File: config.mk
export PLATFORM = sky130hd
export DESIGN_NAME = uart_tx_flat
export DESIGN_NICKNAME = d
export VERILOG_FILES = /design/src/rtl/uart_tx_pkg.sv /design/src/rtl/uart_tx_if.sv /design/src/rtl/uart_tx_parity.sv /design/src/rtl/uart_tx.sv /design/src/flat_wrapper.sv
export SDC_FILE = /design/constraint.sdc
export NUM_CORES = 1
export LEC_CHECK = 0
export ABC_CLOCK_PERIOD_IN_PS = 2600
export CELL_PAD_IN_SITES_DETAIL_PLACEMENT = 0
export CELL_PAD_IN_SITES_GLOBAL_PLACEMENT = 1
export CORE_MARGIN = 1
export CORE_UTILIZATION = 44
export DETAILED_ROUTE_END_ITERATION = 7
export PLACE_DENSITY = 0.82
export SYNTH_ARGS = -nofsm -noshare
export SYNTH_HDL_FRONTEND = slang
export SYNTH_SLANG_ARGS = --single-unit
File: constraint.sdc
create_clock -name CLK -period 2.6 [get_ports CLK]
set_input_delay 0.52 -clock CLK [delete_from_list [all_inputs] [get_ports CLK]]
set_output_delay 0.52 -clock CLK [all_outputs]
set_load 0.03 [all_outputs]
File: src/rtl/uart_tx_pkg.sv
// uart_tx_pkg: FSM state encoding and parity-type constants shared by the UART transmitter.
package uart_tx_pkg;
    typedef enum logic [2:0] {IDLE, START, DATA, PARITY, STOP} state_e;
    localparam logic EVEN = 1'b0;
    localparam logic ODD  = 1'b1;
endpackage

File: src/rtl/uart_tx_if.sv
// uart_tx_if: parallel request side and serial/busy outputs of the UART transmitter.
interface uart_tx_if #(parameter int DATA_WIDTH = 8);
    logic [DATA_WIDTH-1:0] P_DATA;
    logic                  Data_valid;
    logic                  PAR_EN;
    logic                  PAR_TYP;
    logic                  TX_OUT;
    logic                  busy;
    modport master (output P_DATA, Data_valid, PAR_EN, PAR_TYP, input TX_OUT, busy);
    modport slave  (input P_DATA, Data_valid, PAR_EN, PAR_TYP, output TX_OUT, busy);
endinterface

File: src/rtl/uart_tx_parity.sv
// uart_tx_parity: reduction-XOR parity of a word, inverted for odd parity.
module uart_tx_parity
    import uart_tx_pkg::*;
#(
    parameter int DATA_WIDTH = 8
) (
    input  logic [DATA_WIDTH-1:0] data_i,
    input  logic                  typ_i,
    output logic                  par_o
);
    assign par_o = (typ_i == ODD) ? ~(^data_i) : ^data_i;
endmodule

File: src/rtl/uart_tx.sv
// uart_tx: one-bit-per-clock UART frame transmitter (start, data LSB-first, optional parity, stop).
module uart_tx
    import uart_tx_pkg::*;
#(
    parameter int DATA_WIDTH = 8
) (
    input logic   CLK,
    input logic   RST,
    uart_tx_if.slave bus
);
    localparam int CW = $clog2(DATA_WIDTH);

    state_e                state_q, state_d;
    logic [CW-1:0]         cnt_q, cnt_d, cnt_n;
    logic [DATA_WIDTH-1:0] data_q, data_d;
    logic                  pen_q, pen_d, ptyp_q, ptyp_d;
    logic                  tx_q, tx_d, busy_q, busy_d;
    logic                  par;

    uart_tx_parity #(.DATA_WIDTH(DATA_WIDTH)) u_par (
        .data_i(data_q),
        .typ_i (ptyp_q),
        .par_o (par)
    );

    assign cnt_n = cnt_q + 1'b1;

    // Outputs are computed from the next state so the registered line lines up with the state.
    always_comb begin
        state_d = state_q;
        cnt_d   = cnt_q;
        data_d  = data_q;
        pen_d   = pen_q;
        ptyp_d  = ptyp_q;
        tx_d    = 1'b1;
        busy_d  = 1'b1;
        case (state_q)
            IDLE: begin
                busy_d = bus.Data_valid;
                tx_d   = ~bus.Data_valid;
                if (bus.Data_valid) begin
                    state_d = START;
                    data_d  = bus.P_DATA;
                    pen_d   = bus.PAR_EN;
                    ptyp_d  = bus.PAR_TYP;
                end
            end
            START: begin
                state_d = DATA;
                cnt_d   = '0;
                tx_d    = data_q[0];
            end
            DATA: begin
                if (cnt_q == CW'(DATA_WIDTH - 1)) begin
                    state_d = pen_q ? PARITY : STOP;
                    cnt_d   = '0;
                    tx_d    = pen_q ? par : 1'b1;
                end else begin
                    cnt_d = cnt_n;
                    tx_d  = data_q[cnt_n];
                end
            end
            PARITY: state_d = STOP;
            STOP: begin
                state_d = IDLE;
                busy_d  = 1'b0;
            end
            default: begin
                state_d = IDLE;
                busy_d  = 1'b0;
            end
        endcase
    end

    always_ff @(posedge CLK or negedge RST) begin
        if (!RST) begin
            state_q <= IDLE;
            cnt_q   <= '0;
            data_q  <= '0;
            pen_q   <= 1'b0;
            ptyp_q  <= 1'b0;
            tx_q    <= 1'b1;
            busy_q  <= 1'b0;
        end else begin
            state_q <= state_d;
            cnt_q   <= cnt_d;
            data_q  <= data_d;
            pen_q   <= pen_d;
            ptyp_q  <= ptyp_d;
            tx_q    <= tx_d;
            busy_q  <= busy_d;
        end
    end

    assign bus.TX_OUT = tx_q;
    assign bus.busy   = busy_q;
endmodule

File: src/flat_wrapper.sv
// flat-port wrapper written by rule: the top's interface ports become plain ports
module uart_tx_flat import uart_tx_pkg::*;
#(
    parameter int DATA_WIDTH = 8
)
  (CLK, RST, bus_P_DATA, bus_Data_valid, bus_PAR_EN, bus_PAR_TYP, bus_TX_OUT, bus_busy);
  uart_tx_if #(.DATA_WIDTH(DATA_WIDTH)) bus_i ();
  input logic CLK;
  input logic RST;
  input wire logic [$bits(bus_i.P_DATA)-1:0] bus_P_DATA;
  input wire logic [$bits(bus_i.Data_valid)-1:0] bus_Data_valid;
  input wire logic [$bits(bus_i.PAR_EN)-1:0] bus_PAR_EN;
  input wire logic [$bits(bus_i.PAR_TYP)-1:0] bus_PAR_TYP;
  output wire logic [$bits(bus_i.TX_OUT)-1:0] bus_TX_OUT;
  output wire logic [$bits(bus_i.busy)-1:0] bus_busy;
  assign bus_i.P_DATA = bus_P_DATA;
  assign bus_i.Data_valid = bus_Data_valid;
  assign bus_i.PAR_EN = bus_PAR_EN;
  assign bus_i.PAR_TYP = bus_PAR_TYP;
  assign bus_TX_OUT = bus_i.TX_OUT;
  assign bus_busy = bus_i.busy;
  uart_tx #(.DATA_WIDTH(DATA_WIDTH)) u_core (.CLK(CLK), .RST(RST), .bus(bus_i));
endmodule
==> results.py, run 1 <==
metrics = {
    "cells_and_area": {
        "areaGrowthSynthToFinish_pct": 21.6,
        "diodes": 0,
        "design_area_sq_um": 1110,
        "layout.nets": 100,
        "final_cells": 111,
        "drive_gt1_share_pct": 22.6,
    },
    "timing": {
        "tightest_slew_ns": 0.810,
        "fin_ws_ns": 0.617,
        "fin_crit_ns": 1.98,
        "rsz0062_at_grt": "false",
        "fin_skew_ns": 0.00183,
        "max-slew-margin-rel_pct": 45.9,
        "clock.fmax_ghz": 0.504,
        "finalSetupTns_ns": 0,
        "setup_viol": 0,
        "slew_viol_final": 0,
        "hold_viol": 0,
        "min_period_over_period_pct": 76.3,
    },
    "synthesis": {
        "synthesis.nets": 84,
        "ys_types": 29,
        "yosysSeqAreaShare_pct": 49.2,
        "async_flop_share_pct": 100,
        "synthTopCellsByArea": "dfrtp_1 (46%), mux2_2 (14%), mux4_1 (5.7%)",
        "yosysTopAreaCell": "dfrtp_1",
        "synth_ff_type": "dfrtp_1",
        "synth_top_area_share_pct": 46.4,
        "netlist_area_sq_um": 917,
        "postSynthAreaPerCell_sq_um": 13.3,
        "synth_edf_count": 0,
        "ys_ff_latch": 18,
        "synthCells": 69,
        "yosys.cell_count.top_type": "dfrtp_1",
        "synth_warnings": 0,
        "synth_commonest_cells": "dfrtp_1 (17), mux2_2 (11), a22o_1 (4)",
    },
    "die": {
        "die_height_um": 47.7,
        "coreArea_sq_um": 1960,
        "die-area_sq_um": 2270,
        "initial_core_util_pct": 46.7,
        "die_w_um": 47.7,
        "io_pins": 15,
        "std_cell_rows": 16,
    },
    "drt": {
        "viasPerCell": 5.33,
        "route.antenna.remaining_nets": 0,
        "wl_per_cell_um": 13.6,
        "firstDrtPassIters": 4,
        "drc": 0,
        "drt-total-wl_um": 1510,
        "drt_first_iter_violations": 5,
        "vias": 592,
    },
    "power": {
        "power.leakage_nw": 0.475,
        "ir_worst_vdd_uv": 765,
        "power_density_nw_per_um2": 1300,
    },
    "setup_path": {
        "worst-path-max-fanout": 1,
        "critPathArrivalTime_ns": 1.46,
        "crit_buf_inv": 1,
        "cpPeakStageDelay_ns": 0.65,
        "critPathRequiredTime_ns": 2.08,
        "cp_cell_sequence": "clkdlybuf4s50_1",
        "slowest_stage": "clkdlybuf4s50_1",
        "critPathKind": "reg -> out",
        "ff2ff_setup_slack_ns": 0.74,
        "reg2reg_to": "u_core.bus.TX_OUT$_DFF_PN1_",
        "worst_r2r_path_depth": 6,
        "cp-end-kind": "output port",
        "crit_family": "buffers and inverters",
        "timing.rr.start": "u_core.cnt_q[0]$_DFFE_PN0P_",
        "critPathLaunchType": "flop",
    },
    "placed_design": {
        "placed_cells": 107,
        "io_buffers": 14,
        "gp_congestion": 0.756,
        "dpl_cell_area_sq_um": 1080,
        "place_ws_ns": 0.466,
        "dp_hpwl_um": 1140,
    },
    "grt": {
        "grt_pass1_vias": 594,
        "grt_max_degree": 19,
        "grt_antenna_before_repair": 0,
        "overflow": 0,
        "grt_pass1_wl_um": 2650,
        "grt_util_all_layers_pct": 17.4,
    },
    "clocking": {
        "path_clk_slew_ns": 0.10,
        "ctsHoldBuffers": 0,
        "htreeDepth": 1,
        "cts_tree": "yes",
        "cts.repair.resized": 0,
        "post-cts-setup-buffers": 0,
        "ctsLongestPathBuffers": 2,
        "numCtsBuffers": 3,
        "cts_sinks": 18,
        "ctsRootBufferMaster": "clkbuf_4",
        "clock_latency_ns": 0.29,
    },
    "min_path": {
        "hold_path_class": "reg -> reg",
        "min_path_cells": 1,
        "holdPathEnd": "u_core.data_q[1]$_DFFE_PN0P_",
        "hp-start": "u_core.data_q[1]$_DFFE_PN0P_",
    },
    "job": {
        "drv_cap": 0,
    },
    "status": {
        "outcome": "finished clean",
    },
}
## placed cells by master (no fill, tap or decap), drive strengths merged, types with 2 or more instances in the layout
| cell | Yosys | final |
|---|---|---|
| a22o | 5 | 5 |
| clkbuf | 2 | 4 |
| clkdlybuf4s50 | 0 | 14 |
| dfrtp | 17 | 17 |
| ha | 2 | 2 |
| mux2 | 11 | 11 |
| mux2i | 2 | 2 |
| mux4 | 2 | 2 |
| nand2 | 2 | 2 |
| nor2 | 3 | 3 |
| nor3 | 3 | 3 |
| o21ai | 3 | 3 |
| xnor2 | 2 | 2 |
## worst max-delay path by stage
stage,startpoint,endpoint,cells past startpoint
6_report,u_core.bus.TX_OUT$_DFF_PN1_,bus_TX_OUT,1
5_1_grt,u_core.bus.TX_OUT$_DFF_PN1_,bus_TX_OUT,1
4_1_cts,u_core.bus.TX_OUT$_DFF_PN1_,bus_TX_OUT,1
3_5_place_dp,bus_Data_valid,u_core.data_q[7]$_DFFE_PN0P_,4
3_3_place_gp,bus_Data_valid,u_core.ptyp_q$_DFFE_PN0P_,4
2_1_floorplan,u_core.cnt_q[0]$_DFFE_PN0P_,u_core.bus.TX_OUT$_DFF_PN1_,6
## layer usage
metal  share of wire [%]  global-route usage [%]
met4                 1.8                    8.33
met2                  48                    28.2
met3                 2.6                    3.40
met5                   0                       0
met1                  48                    22.4
## final cells by class
| type | count | area, sq um |
|---|---|---|
| clock buffers | 4 | 36.3 |
| fillers | 180 | 847 |
| flip-flops and latches | 18 | 452 |
| multi-input cells | 47 | 449 |
| well taps | 27 | 33.8 |
| inverters | 1 | 3.75 |
| repair buffers | 14 | 140 |
## metrics by stage
stage          hold slack (ns)  utilization (%)  total power, mW
2_1_floorplan            0.224                -             1.15
3_3_place_gp             0.520             55.0             1.28
3_5_place_dp             0.526             55.0             1.30
4_1_cts                  0.554             56.8             1.47
5_1_grt                  0.578             56.8             1.58
6_report                 0.544             56.8             1.45
## power breakdown
| group | internal [mW] | switching [mW] |
|---|---|---|
| Clock | 0.0852 | 0.0833 |
| Sequential | 0.423 | 0.152 |
| Combinational | 0.460 | 0.251 |
| Total | 0.968 | 0.486 |
## state kept, by name, summed over array words and instances, names as in the netlist
signal	count
u_core.data_q	8
u_core.cnt_q	3
u_core.state_q	3
u_core.bus.TX_OUT	1
u_core.bus.busy	1
u_core.pen_q	1
u_core.ptyp_q	1
## kinds of logic (layout without fill, tap and decap cells)
kind of cell	Yosys count	count (layout)	synth area share, %
adder cells (fa/ha/maj)	2	2	2.73
multiplexers	15	15	21.4
flip-flops	18	18	49.3
buffers and inverters	4	19	1.77
AO/OA/AOI/OAI	12	12	9.82
XOR/XNOR	5	5	7.91
AND/OR/NAND/NOR	13	13	7.09
No activity file was read; power rests on OpenSTA's default activity.
==> run 2, diff against run 1 <==
Settings changed: ABC_CLOCK_PERIOD_IN_PS 2600 to 1800, CORE_UTILIZATION 44 to 37, PLACE_DENSITY 0.82 to 0.73.
Clock period 2.6 ns to 1.8 ns, I/O delays scaled along.
==> run 2 against run 1 <==
Cell count increased by 5.4%; die area is 18% higher; clock power is 20% higher; highest routed layer unchanged; non-clock buffer count increased by 5; count of clock-buffer cells in the layout unchanged; first-iteration DRC count shrank 20%; setup slack lost 0.52 ns; worst hold slack worse by 0.19 ns; wire length is 9.4% higher.
==> results.py, run 2 (synthesis gave the netlist of run 1 again) <==
metrics = {
    "status": {
        "outcome": "finished clean",
    },
    "power": {
        "ir_worst_vdd_uv": 888,
        "power_density_nw_per_um2": 1850,
        "power.leakage_nw": 0.491,
    },
    "clocking": {
        "path_clk_slew_ns": 0.10,
        "ctsLongestPathBuffers": 2,
        "cts_sinks": 18,
        "htreeDepth": 1,
        "ctsRootBufferMaster": "clkbuf_4",
        "clock_latency_ns": 0.28,
        "numCtsBuffers": 3,
        "ctsHoldBuffers": 0,
        "cts_tree": "yes",
    },
    "timing": {
        "fin_crit_ns": 1.70,
        "min_period_over_period_pct": 94.5,
        "finalSetupTns_ns": 0,
        "fin_ws_ns": 0.0990,
        "setup_viol": 0,
        "hold_viol": 0,
        "fin_skew_ns": 0.00709,
        "tightest_slew_ns": 0.392,
        "max-slew-margin-rel_pct": 73.8,
        "clock.fmax_ghz": 0.588,
        "rsz0062_at_grt": "false",
        "slew_viol_final": 0,
        "timing.hold.ws_ns": 0.351,
    },
    "placed_design": {
        "placed_cells": 113,
        "place_ws_ns": 0.0245,
        "dp_hpwl_um": 1260,
        "io_buffers": 14,
        "gp_congestion": 0.731,
    },
    "drt": {
        "firstDrtPassIters": 4,
        "wl_per_cell_um": 14.1,
        "drt-total-wl_um": 1650,
        "drt_first_iter_violations": 4,
        "viasPerCell": 5.09,
        "route.antenna.remaining_nets": 0,
        "vias": 595,
        "drc": 0,
    },
    "cells_and_area": {
        "top_register": "u_core.data_q",
        "top_regs": "u_core.data_q (8), u_core.cnt_q (3), u_core.state_q (3)",
        "areaGrowthSynthToFinish_pct": 26.2,
        "mostFrequentLayoutCell": "dfrtp_1",
        "final_cells": 117,
        "final_cell_mix": "dfrtp_1 (17), clkdlybuf4s50_1 (13), mux2_2 (11), buf_4 (5), a22o_1 (4)",
        "layout.nets": 105,
        "drive_gt1_share_pct": 28.1,
        "diodes": 0,
        "fillerInstances": 204,
        "largest_reg_flops": 8,
    },
    "setup_path": {
        "critPathKind": "reg -> reg",
        "reg2reg_to": "u_core.bus.TX_OUT$_DFF_PN1_",
        "critPathArrivalTime_ns": 1.91,
        "critPathLaunchType": "flop",
        "startpoint": "u_core.cnt_q[0]$_DFFE_PN0P_",
        "critPathRequiredTime_ns": 2.00,
        "worst_r2r_path_depth": 6,
        "worstSetupEndpoint": "u_core.bus.TX_OUT$_DFF_PN1_",
        "ff2ff_setup_slack_ns": 0.1,
        "worst-path-max-fanout": 3,
        "timing.rr.start": "u_core.cnt_q[0]$_DFFE_PN0P_",
        "cp-end-kind": "flop",
    },
    "die": {
        "die-area_sq_um": 2680,
        "io_pins": 15,
        "std_cell_rows": 17,
        "die_w_um": 51.8,
        "initial_core_util_pct": 40.3,
        "die_height_um": 51.8,
        "coreArea_sq_um": 2280,
    },
    "grt": {
        "overflow": 0,
        "grt_antenna_before_repair": 0,
        "grt_pass1_vias": 647,
        "grt_pass1_wl_um": 2930,
        "grt_max_degree": 12,
        "grt_util_all_layers_pct": 15.4,
    },
    "job": {
        "drv_cap": 0,
    },
    "min_path": {
        "hold_path_class": "in -> async",
    },
}
run 2: critical path, stage by stage, from the launching register on:
cell,delay (ns)
dfrtp_1,0.40
ha_2,0.20
ha_4,0.28
mux4_1,0.26
mux2_2,0.28
o21ai_2,0.11
o211ai_1,0.09
run 2: how the worst min path moves through the flow:
stage / start / to / slack [ns] / depth (start not counted)
floorplan: RST / u_core.bus.busy$_DFF_PN0_ / 0.06 / 0
global placement: u_core.cnt_q[2]$_DFFE_PN0P_ / u_core.cnt_q[2]$_DFFE_PN0P_ / 0.51 / 1
detailed placement: u_core.ptyp_q$_DFFE_PN0P_ / u_core.ptyp_q$_DFFE_PN0P_ / 0.52 / 1
CTS: RST / u_core.cnt_q[0]$_DFFE_PN0P_ / 0.36 / 1
global route: RST / u_core.cnt_q[0]$_DFFE_PN0P_ / 0.37 / 1
finish: RST / u_core.cnt_q[0]$_DFFE_PN0P_ / 0.35 / 1
run 2: metrics by stage:
| stage | util [%] | power [mW] | area (sq um) |
|---|---|---|---|
| floorplan | - | 1.66 | 917 |
| global placement | 49.1 | 1.91 | 1120 |
| detailed placement | 49.1 | 1.93 | 1120 |
| CTS | 50.2 | 2.15 | 1140 |
| global route | 50.9 | 2.33 | 1160 |
| finish | 50.9 | 2.14 | 1160 |
run 2: repair_timing:
item,4_1_cts,5_1_grt
endpoints found under the setup margin,1,1
gates cloned,0,0
buffers inserted,0,0
gates resized for setup,1,2
run 2: cell type report:
cell class	count	area, sq um	area share (%)
Clock buffer	4	26.3	2.27
Inverter	1	3.75	0.324
Multi-Input combinational cell	47	464	40.1
Sequential cell	18	452	39.0
Tap cell	28	35.0	3.03
Timing Repair Buffer	19	176	15.2
run 2: report_power, final:
group | switching [mW] | internal, mW | leakage (nW) | total [mW]
logic | 0.420 | 0.724 | 0.260 | 1.14
registers | 0.186 | 0.611 | 0.217 | 0.797
clock network | 0.116 | 0.0860 | 0.0150 | 0.202
run 2: per-layer routing:
| metal | part of all wire [%] | track usage [%] | vias up |
|---|---|---|---|
| li1 | - | - | 295 |
| met3 | 2.4 | 3.80 | 2 |
| met1 | 47 | 20.0 | 290 |
| met5 | 0 | 0 | - |
| met4 | 0.85 | 7.66 | 0 |
| met2 | 50 | 23.8 | 8 |
==> run 3, diff against run 2 <==
Settings changed: ABC_CLOCK_PERIOD_IN_PS 1800 to unset, CTS_CLUSTER_DIAMETER set to 50.
==> results of run 3 <==
Same layout as run 2: the final DEF is identical, and so are final timing and power.
